## src/rtl/mips_pkg.sv

```systemverilog
// Shared constants and types for the MIPS instruction-fetch front end.
package mips_pkg;

  localparam int unsigned XLEN    = 32;
  localparam int unsigned INSTR_W = 32;

  localparam logic [XLEN-1:0] RESET_PC_DEF = 32'h0000_3000;
  localparam logic [XLEN-1:0] EXC_VEC_DEF  = 32'h0000_4180;

  typedef enum logic [1:0] {
    ST_FETCH = 2'd0,
    ST_HOLD  = 2'd1,
    ST_DRAIN = 2'd2
  } fetch_state_e;

  typedef struct packed {
    logic [INSTR_W-1:0] instr;
    logic [XLEN-1:0]    pc;
  } fetch_pkt_t;

endpackage

```

## src/rtl/fetch_hold_buf.sv

```systemverilog
// Single-entry skid buffer that parks a completed fetch while IF/ID is stalled.
module fetch_hold_buf
  import mips_pkg::*;
(
  input  logic       clk,
  input  logic       reset,
  input  logic       load,
  input  logic       drain,
  input  logic       clear,
  input  fetch_pkt_t load_pkt,
  output logic       valid,
  output fetch_pkt_t pkt
);

  logic       valid_q, valid_d;
  fetch_pkt_t pkt_q, pkt_d;

  always_comb begin
    valid_d = valid_q;
    pkt_d   = pkt_q;
    if (clear) begin
      valid_d = 1'b0;
      pkt_d   = '0;
    end else if (load) begin
      valid_d = 1'b1;
      pkt_d   = load_pkt;
    end else if (drain) begin
      valid_d = 1'b0;
    end
  end

  always_ff @(posedge clk) begin
    if (reset) begin
      valid_q <= 1'b0;
      pkt_q   <= '0;
    end else begin
      valid_q <= valid_d;
      pkt_q   <= pkt_d;
    end
  end

  assign valid = valid_q;
  assign pkt   = pkt_q;

endmodule

```

## src/rtl/fetch_sequencer.sv

```systemverilog
// PC owner and instruction-fetch controller feeding the IF/ID register.
// Optional misaligned-PC trap enabled by defining PC_ALIGN_CHK_EN.
module fetch_sequencer
  import mips_pkg::*;
#(
  parameter logic [XLEN-1:0] RESET_PC = RESET_PC_DEF,
  parameter logic [XLEN-1:0] EXC_VEC  = EXC_VEC_DEF
) (
  input  logic               clk,
  input  logic               reset,
  input  logic               stall,
  input  logic               redir_valid,
  input  logic [XLEN-1:0]    redir_target,
  input  logic               exc_valid,
  input  logic               eret_valid,
  input  logic [XLEN-1:0]    epc,
  output logic               imem_req,
  output logic [XLEN-1:0]    imem_addr,
  input  logic               imem_ready,
  input  logic [INSTR_W-1:0] imem_rdata,
  output logic               if_valid,
  output logic [INSTR_W-1:0] if_instr,
  output logic [XLEN-1:0]    if_pc,
`ifdef PC_ALIGN_CHK_EN
  output logic               if_adel,
`endif
  output logic [XLEN-1:0]    if_pc4
);

  fetch_state_e       state_q, state_d;
  logic [XLEN-1:0]    pc_q, pc_d;
  logic               pend_valid_q, pend_valid_d;
  logic [XLEN-1:0]    pend_target_q, pend_target_d;
  logic               if_valid_q, if_valid_d;
  logic [INSTR_W-1:0] if_instr_q, if_instr_d;
  logic [XLEN-1:0]    if_pc_q, if_pc_d;

  logic               flush;
  logic [XLEN-1:0]    flush_tgt;
  logic [XLEN-1:0]    npc;
  logic               hb_load, hb_drain, hb_clear, hb_valid;
  fetch_pkt_t         hb_load_pkt, hb_pkt;
  logic               fetch_ok;

`ifdef PC_ALIGN_CHK_EN
  logic               if_adel_q, if_adel_d;
  logic               misalign;
  assign misalign = (pc_q[1:0] != 2'b00);
  assign fetch_ok = !misalign;
`else
  assign fetch_ok = 1'b1;
`endif

  assign flush       = exc_valid | eret_valid;
  assign flush_tgt   = exc_valid ? EXC_VEC : epc;
  assign npc         = pend_valid_q ? pend_target_q : pc_q + XLEN'(4);
  assign hb_load_pkt = '{instr: imem_rdata, pc: pc_q};

  fetch_hold_buf u_hold_buf (
    .clk      (clk),
    .reset    (reset),
    .load     (hb_load),
    .drain    (hb_drain),
    .clear    (hb_clear),
    .load_pkt (hb_load_pkt),
    .valid    (hb_valid),
    .pkt      (hb_pkt)
  );

  // Next-state, PC and IF/ID update
  always_comb begin
    state_d       = state_q;
    pc_d          = pc_q;
    pend_valid_d  = pend_valid_q;
    pend_target_d = pend_target_q;
    if_valid_d    = if_valid_q;
    if_instr_d    = if_instr_q;
    if_pc_d       = if_pc_q;
    hb_load       = 1'b0;
    hb_drain      = 1'b0;
    hb_clear      = 1'b0;
`ifdef PC_ALIGN_CHK_EN
    if_adel_d     = if_adel_q;
`endif

    unique case (state_q)
      ST_FETCH: begin
        if (flush) begin
          if_valid_d = 1'b0;
          hb_clear   = 1'b1;
`ifdef PC_ALIGN_CHK_EN
          if_adel_d  = 1'b0;
`endif
          if (imem_ready || !fetch_ok) begin
            pc_d         = flush_tgt;
            pend_valid_d = 1'b0;
          end else begin
            pend_target_d = flush_tgt;
            pend_valid_d  = 1'b1;
            state_d       = ST_DRAIN;
          end
        end else if (!fetch_ok) begin
          // Misaligned PC: deliver a faulting bubble and park until a flush
          if (!stall) begin
            if_valid_d = 1'b1;
            if_instr_d = '0;
            if_pc_d    = pc_q;
`ifdef PC_ALIGN_CHK_EN
            if_adel_d  = 1'b1;
`endif
          end
        end else if (imem_ready) begin
          pend_valid_d = 1'b0;
          pc_d         = npc;
          if (!stall) begin
            if_valid_d = 1'b1;
            if_instr_d = imem_rdata;
            if_pc_d    = pc_q;
`ifdef PC_ALIGN_CHK_EN
            if_adel_d  = 1'b0;
`endif
            // Completing fetch is the delay slot; redirect takes effect next
            if (redir_valid) pc_d = redir_target;
          end else begin
            hb_load = 1'b1;
            state_d = ST_HOLD;
          end
        end else if (!stall) begin
          if_valid_d = 1'b0;
          if (redir_valid) begin
            pend_target_d = redir_target;
            pend_valid_d  = 1'b1;
          end
        end
      end

      ST_HOLD: begin
        if (flush) begin
          if_valid_d   = 1'b0;
          hb_clear     = 1'b1;
          pc_d         = flush_tgt;
          pend_valid_d = 1'b0;
          state_d      = ST_FETCH;
`ifdef PC_ALIGN_CHK_EN
          if_adel_d    = 1'b0;
`endif
        end else if (!stall) begin
          if_valid_d = hb_valid;
          if_instr_d = hb_pkt.instr;
          if_pc_d    = hb_pkt.pc;
          hb_drain   = 1'b1;
          state_d    = ST_FETCH;
`ifdef PC_ALIGN_CHK_EN
          if_adel_d  = 1'b0;
`endif
          if (redir_valid) pc_d = redir_target;
        end
      end

      ST_DRAIN: begin
        if_valid_d = 1'b0;
        if (flush) pend_target_d = flush_tgt;
        if (imem_ready) begin
          pc_d         = flush ? flush_tgt : pend_target_q;
          pend_valid_d = 1'b0;
          state_d      = ST_FETCH;
        end
      end

      default: begin
        state_d = ST_FETCH;
      end
    endcase
  end

  always_ff @(posedge clk) begin
    if (reset) begin
      state_q       <= ST_FETCH;
      pc_q          <= RESET_PC;
      pend_valid_q  <= 1'b0;
      pend_target_q <= '0;
      if_valid_q    <= 1'b0;
      if_instr_q    <= '0;
      if_pc_q       <= '0;
`ifdef PC_ALIGN_CHK_EN
      if_adel_q     <= 1'b0;
`endif
    end else begin
      state_q       <= state_d;
      pc_q          <= pc_d;
      pend_valid_q  <= pend_valid_d;
      pend_target_q <= pend_target_d;
      if_valid_q    <= if_valid_d;
      if_instr_q    <= if_instr_d;
      if_pc_q       <= if_pc_d;
`ifdef PC_ALIGN_CHK_EN
      if_adel_q     <= if_adel_d;
`endif
    end
  end

  // DRAIN keeps presenting the abandoned address until imem completes it
  assign imem_req  = !reset && (((state_q == ST_FETCH) && fetch_ok) || (state_q == ST_DRAIN));
  assign imem_addr = pc_q;
  assign if_valid  = if_valid_q;
  assign if_instr  = if_instr_q;
  assign if_pc     = if_pc_q;
  assign if_pc4    = if_pc_q + XLEN'(4);
`ifdef PC_ALIGN_CHK_EN
  assign if_adel   = if_adel_q;
`endif

endmodule

```

## config.mk

```make
export PLATFORM = sky130hd
export DESIGN_NAME = fetch_sequencer
export DESIGN_NICKNAME = d
export VERILOG_FILES = /design/src/rtl/mips_pkg.sv /design/src/rtl/fetch_hold_buf.sv /design/src/rtl/fetch_sequencer.sv
export SDC_FILE = /design/constraint.sdc
export NUM_CORES = 1
export LEC_CHECK = 0
export CAP_MARGIN = 10
export CORE_UTILIZATION = 30
export CTS_BUF_LIST = sky130_fd_sc_hd__clkbuf_8
export CTS_CLUSTER_SIZE = 24
export DETAILED_ROUTE_END_ITERATION = 10
export RECOVER_POWER = 50
export SETUP_SLACK_MARGIN = 0.1
export SYNTH_ARGS = -nofsm -noshare
export SYNTH_HDL_FRONTEND = slang
export SYNTH_HIERARCHICAL = 1
export SYNTH_SLANG_ARGS = --single-unit
```

## constraint.sdc

```tcl
create_clock -name clk -period 6.2 [get_ports clk]
set_clock_uncertainty 0.05 [all_clocks]
set_input_delay 0.93 -clock clk [delete_from_list [all_inputs] [get_ports clk]]
set_output_delay 0.93 -clock clk [all_outputs]
set_load 0.05 [all_outputs]
```

==> results.py <==
metrics = {
    "sta": {
        "tns_ps": 0,
        "maxSlewHeadroom": -0.486,
        "period_share": 0.811,
        "drv_slew": 179,
        "max_freq_ghz": 0.199,
        "rsz0062_at_grt": "no",
        "worstMarginPinSlew_ps": 2230,
        "period_needed_ps": 5030,
        "setup_viol": 0,
        "report.final.hold_viol_count": 0,
    },
    "yosys": {
        "synth_edf_count": 0,
        "synth_area_um2": 11900,
        "synth_seq_cells": 197,
        "synth_top_cell_by_area": "dfxtp_1",
        "synth_cells": 1472,
        "synth_top_area_frac": 0.332,
        "yosysMostFrequentCell": "dfxtp_1",
        "synth_area_per_cell_um2": 8.06,
        "synth_common_cells": "197 x dfxtp_1, 184 x nor2_1, 183 x mux2i_1",
        "synth_cell_types": 72,
        "synth_area_leaders": "dfxtp_1 33%, mux2i_1 15%, nor2_1 5.8%",
        "synth_warnings": 6,
        "synthFlopType": "dfxtp_1",
        "synthArstFlopShare": 0,
        "synth_seq_area_share": 0.332,
        "synth_nets": 1581,
    },
    "pwr": {
        "intPower_mw": 2.09,
        "ir_worst_vdd_mv": 0.136,
        "power_density_nw_per_um2": 240,
        "p_leak_nw": 5.03,
        "power_frac_seq": 0.423,
        "switching_share": 0.412,
        "pwr-share-comb": 0.332,
        "p_switching_mw": 1.46,
        "p_clk_frac": 0.245,
    },
    "placed_design": {
        "dp_cells": 2109,
        "globalplace.congestion": 0.878,
        "io_buffer_count": 232,
        "hpwl_mm": 29.9,
        "place_area_um2": 14400,
    },
    "global_route": {
        "grt_pass1_vias": 10800,
        "grt.total_usage": 0.209,
        "grt_pass1_wl_mm": 66.3,
        "antenna_found_initial": 0,
        "grt_max_degree": 129,
        "grt-ovfl-total": 0,
    },
    "clock_network": {
        "insertion_delay_ps": 510,
        "cts_resized": 0,
        "clk_pin_slew_ps": 120,
        "ctsHoldBuffers": 0,
        "cts_num_sinks": 197,
        "clockBufferDepth": 2,
        "htree_num_levels": 4,
        "numCtsBuffers": 17,
        "cts_tree": "yes",
        "cts_setup_buffers": 0,
        "clockRootBuffer": "clkbuf_8",
    },
    "floorplan": {
        "die_w_um": 201,
        "core-area_um2": 38800,
        "io_pins": 233,
        "initial_core_util": 0.306,
        "fp.dieH_um": 201,
        "dieArea_um2": 40400,
        "rows": 72,
    },
    "setup_path": {
        "regToRegSetupSlack_ps": 1530,
        "crit_type": "primary input to register",
        "rr_startpoint": "state_q[1]",
        "worstPathMaxFanout": 47,
        "critPathCaptureType": "register",
        "r2r_end": "if_instr[22]",
        "arrival_ps": 5430,
        "startpoint_type": "primary input",
        "required_ps": 6600,
        "critPathCapture": "imem_addr[19]",
        "reg2reg_depth": 8,
        "cp-startpoint": "eret_valid",
    },
    "route": {
        "drtIter0Drc": 1021,
        "first_pass_iters": 6,
        "routedWlPerCell_um": 20.0,
        "remaining_drc_errors": 0,
        "vias": 11600,
        "viasPerCell": 5.42,
        "wl_mm": 42.8,
        "final_antenna_net_count": 0,
    },
    "outcome": {
        "status": "complete, but fails checks",
        "violations": "max-capacitance violations, max-slew violations",
    },
    "final_layout": {
        "post-route-util": 0.380,
        "final_cell_area_um2": 14800,
        "diodes": 0,
        "final_layout_size_suffix_gt1_frac": 0.0474,
        "nets": 1719,
        "final_cells": 2141,
        "area_growth_pct": 24.4,
    },
    "run": {
        "maxCapViolations": 4,
    },
    "hold_path": {
        "hold_class": "register to register",
        "hold_depth": 2,
    },
}
-- registers in the layout, summed over array words and instances (netlist names) --
register / flops
pend_target_q: 32
pend_valid_q: 1
u_hold_buf/pkt: 64
imem_addr: 32
if_pc: 32
u_hold_buf/valid: 1
state_q: 2
if_instr: 32
if_valid: 1
-- how the worst min path moves through the flow --
stage | from | to
after detailed placement | pend_target_q[28] | pend_target_q[28]
after global placement | u_hold_buf/valid | u_hold_buf/valid
after CTS | pend_target_q[28] | pend_target_q[28]
final | pend_target_q[16] | pend_target_q[16]
after global routing | pend_target_q[28] | pend_target_q[28]
after floorplan | u_hold_buf/valid | u_hold_buf/valid
-- cell usage in the layout (no fill, tap or decap), types with 16 or more instances in the layout --
master             n
inv_1             34
clkbuf_8          17
o211ai_1          20
xnor2_1           21
nand4_1           21
nand3b_1          16
a21oi_1           94
dfxtp_1          196
nand2_1          107
a211oi_1          80
clkdlybuf4s50_1  126
nor3_1            21
nor2b_1           17
mux2i_1          183
o21ai_0           74
dlygate4sd3_1    104
nand3_1           45
nor2_1           185
-- stage by stage --
step	worst slack (ps)	hold WS, ps	total power [mW]
after floorplan	2560	397	2.25
after detailed placement	2020	427	2.71
after global placement	2100	411	2.71
after global routing	868	454	3.73
final	1170	443	3.55
after CTS	1840	442	3.59
-- metal layers --
layer  GRT usage  part of all wire
met1       0.306              0.49
met2       0.304              0.42
met3      0.0394             0.073
met4      0.0657             0.023
met5           0                 0
-- worst max-delay path, cell delays in order --
cell	delay, ps
clkbuf_1	1550
clkinv_1	940
clkbuf_1	870
or3_1	610
a21oi_1	200
a41o_1	190
a22o_1	110
-- area by class of cell --
type,count,area (um^2)
Fill cell,3963,24100
Multi-Input combinational cell,1107,7200
Tap cell,518,648
Clock inverter,15,160
Timing Repair Buffer,251,2450
Sequential cell,197,3950
Clock buffer,17,234
Inverter,36,135
-- power groups by stage --
| stage | sequential (mW) | clock (mW) | combinational [mW] |
|---|---|---|---|
| final | 1.50 | 0.870 | 1.18 |
| after global routing | 1.52 | 0.954 | 1.25 |
| after CTS | 1.50 | 0.903 | 1.19 |
| after detailed placement | 1.53 | 0 | 1.18 |
| after global placement | 1.53 | 0 | 1.18 |
| after floorplan | 1.63 | 0 | 0.618 |
-- kinds of logic (layout without fill, tap and decap cells) --
group                      count (synthesis)  in the layout  synth area share
AOI/OAI and AO/OA                        394            394             0.220
DFF                                      197            197             0.332
adders and majority gates                  6              6           0.00632
buffers and inverters                    168            319            0.0623
xor gates and xnor gates                  36             36            0.0266
muxes                                    189            189             0.160
and+or+nand+nor                          482            482             0.192
Note: power is estimated with default switching activity, not from simulation.
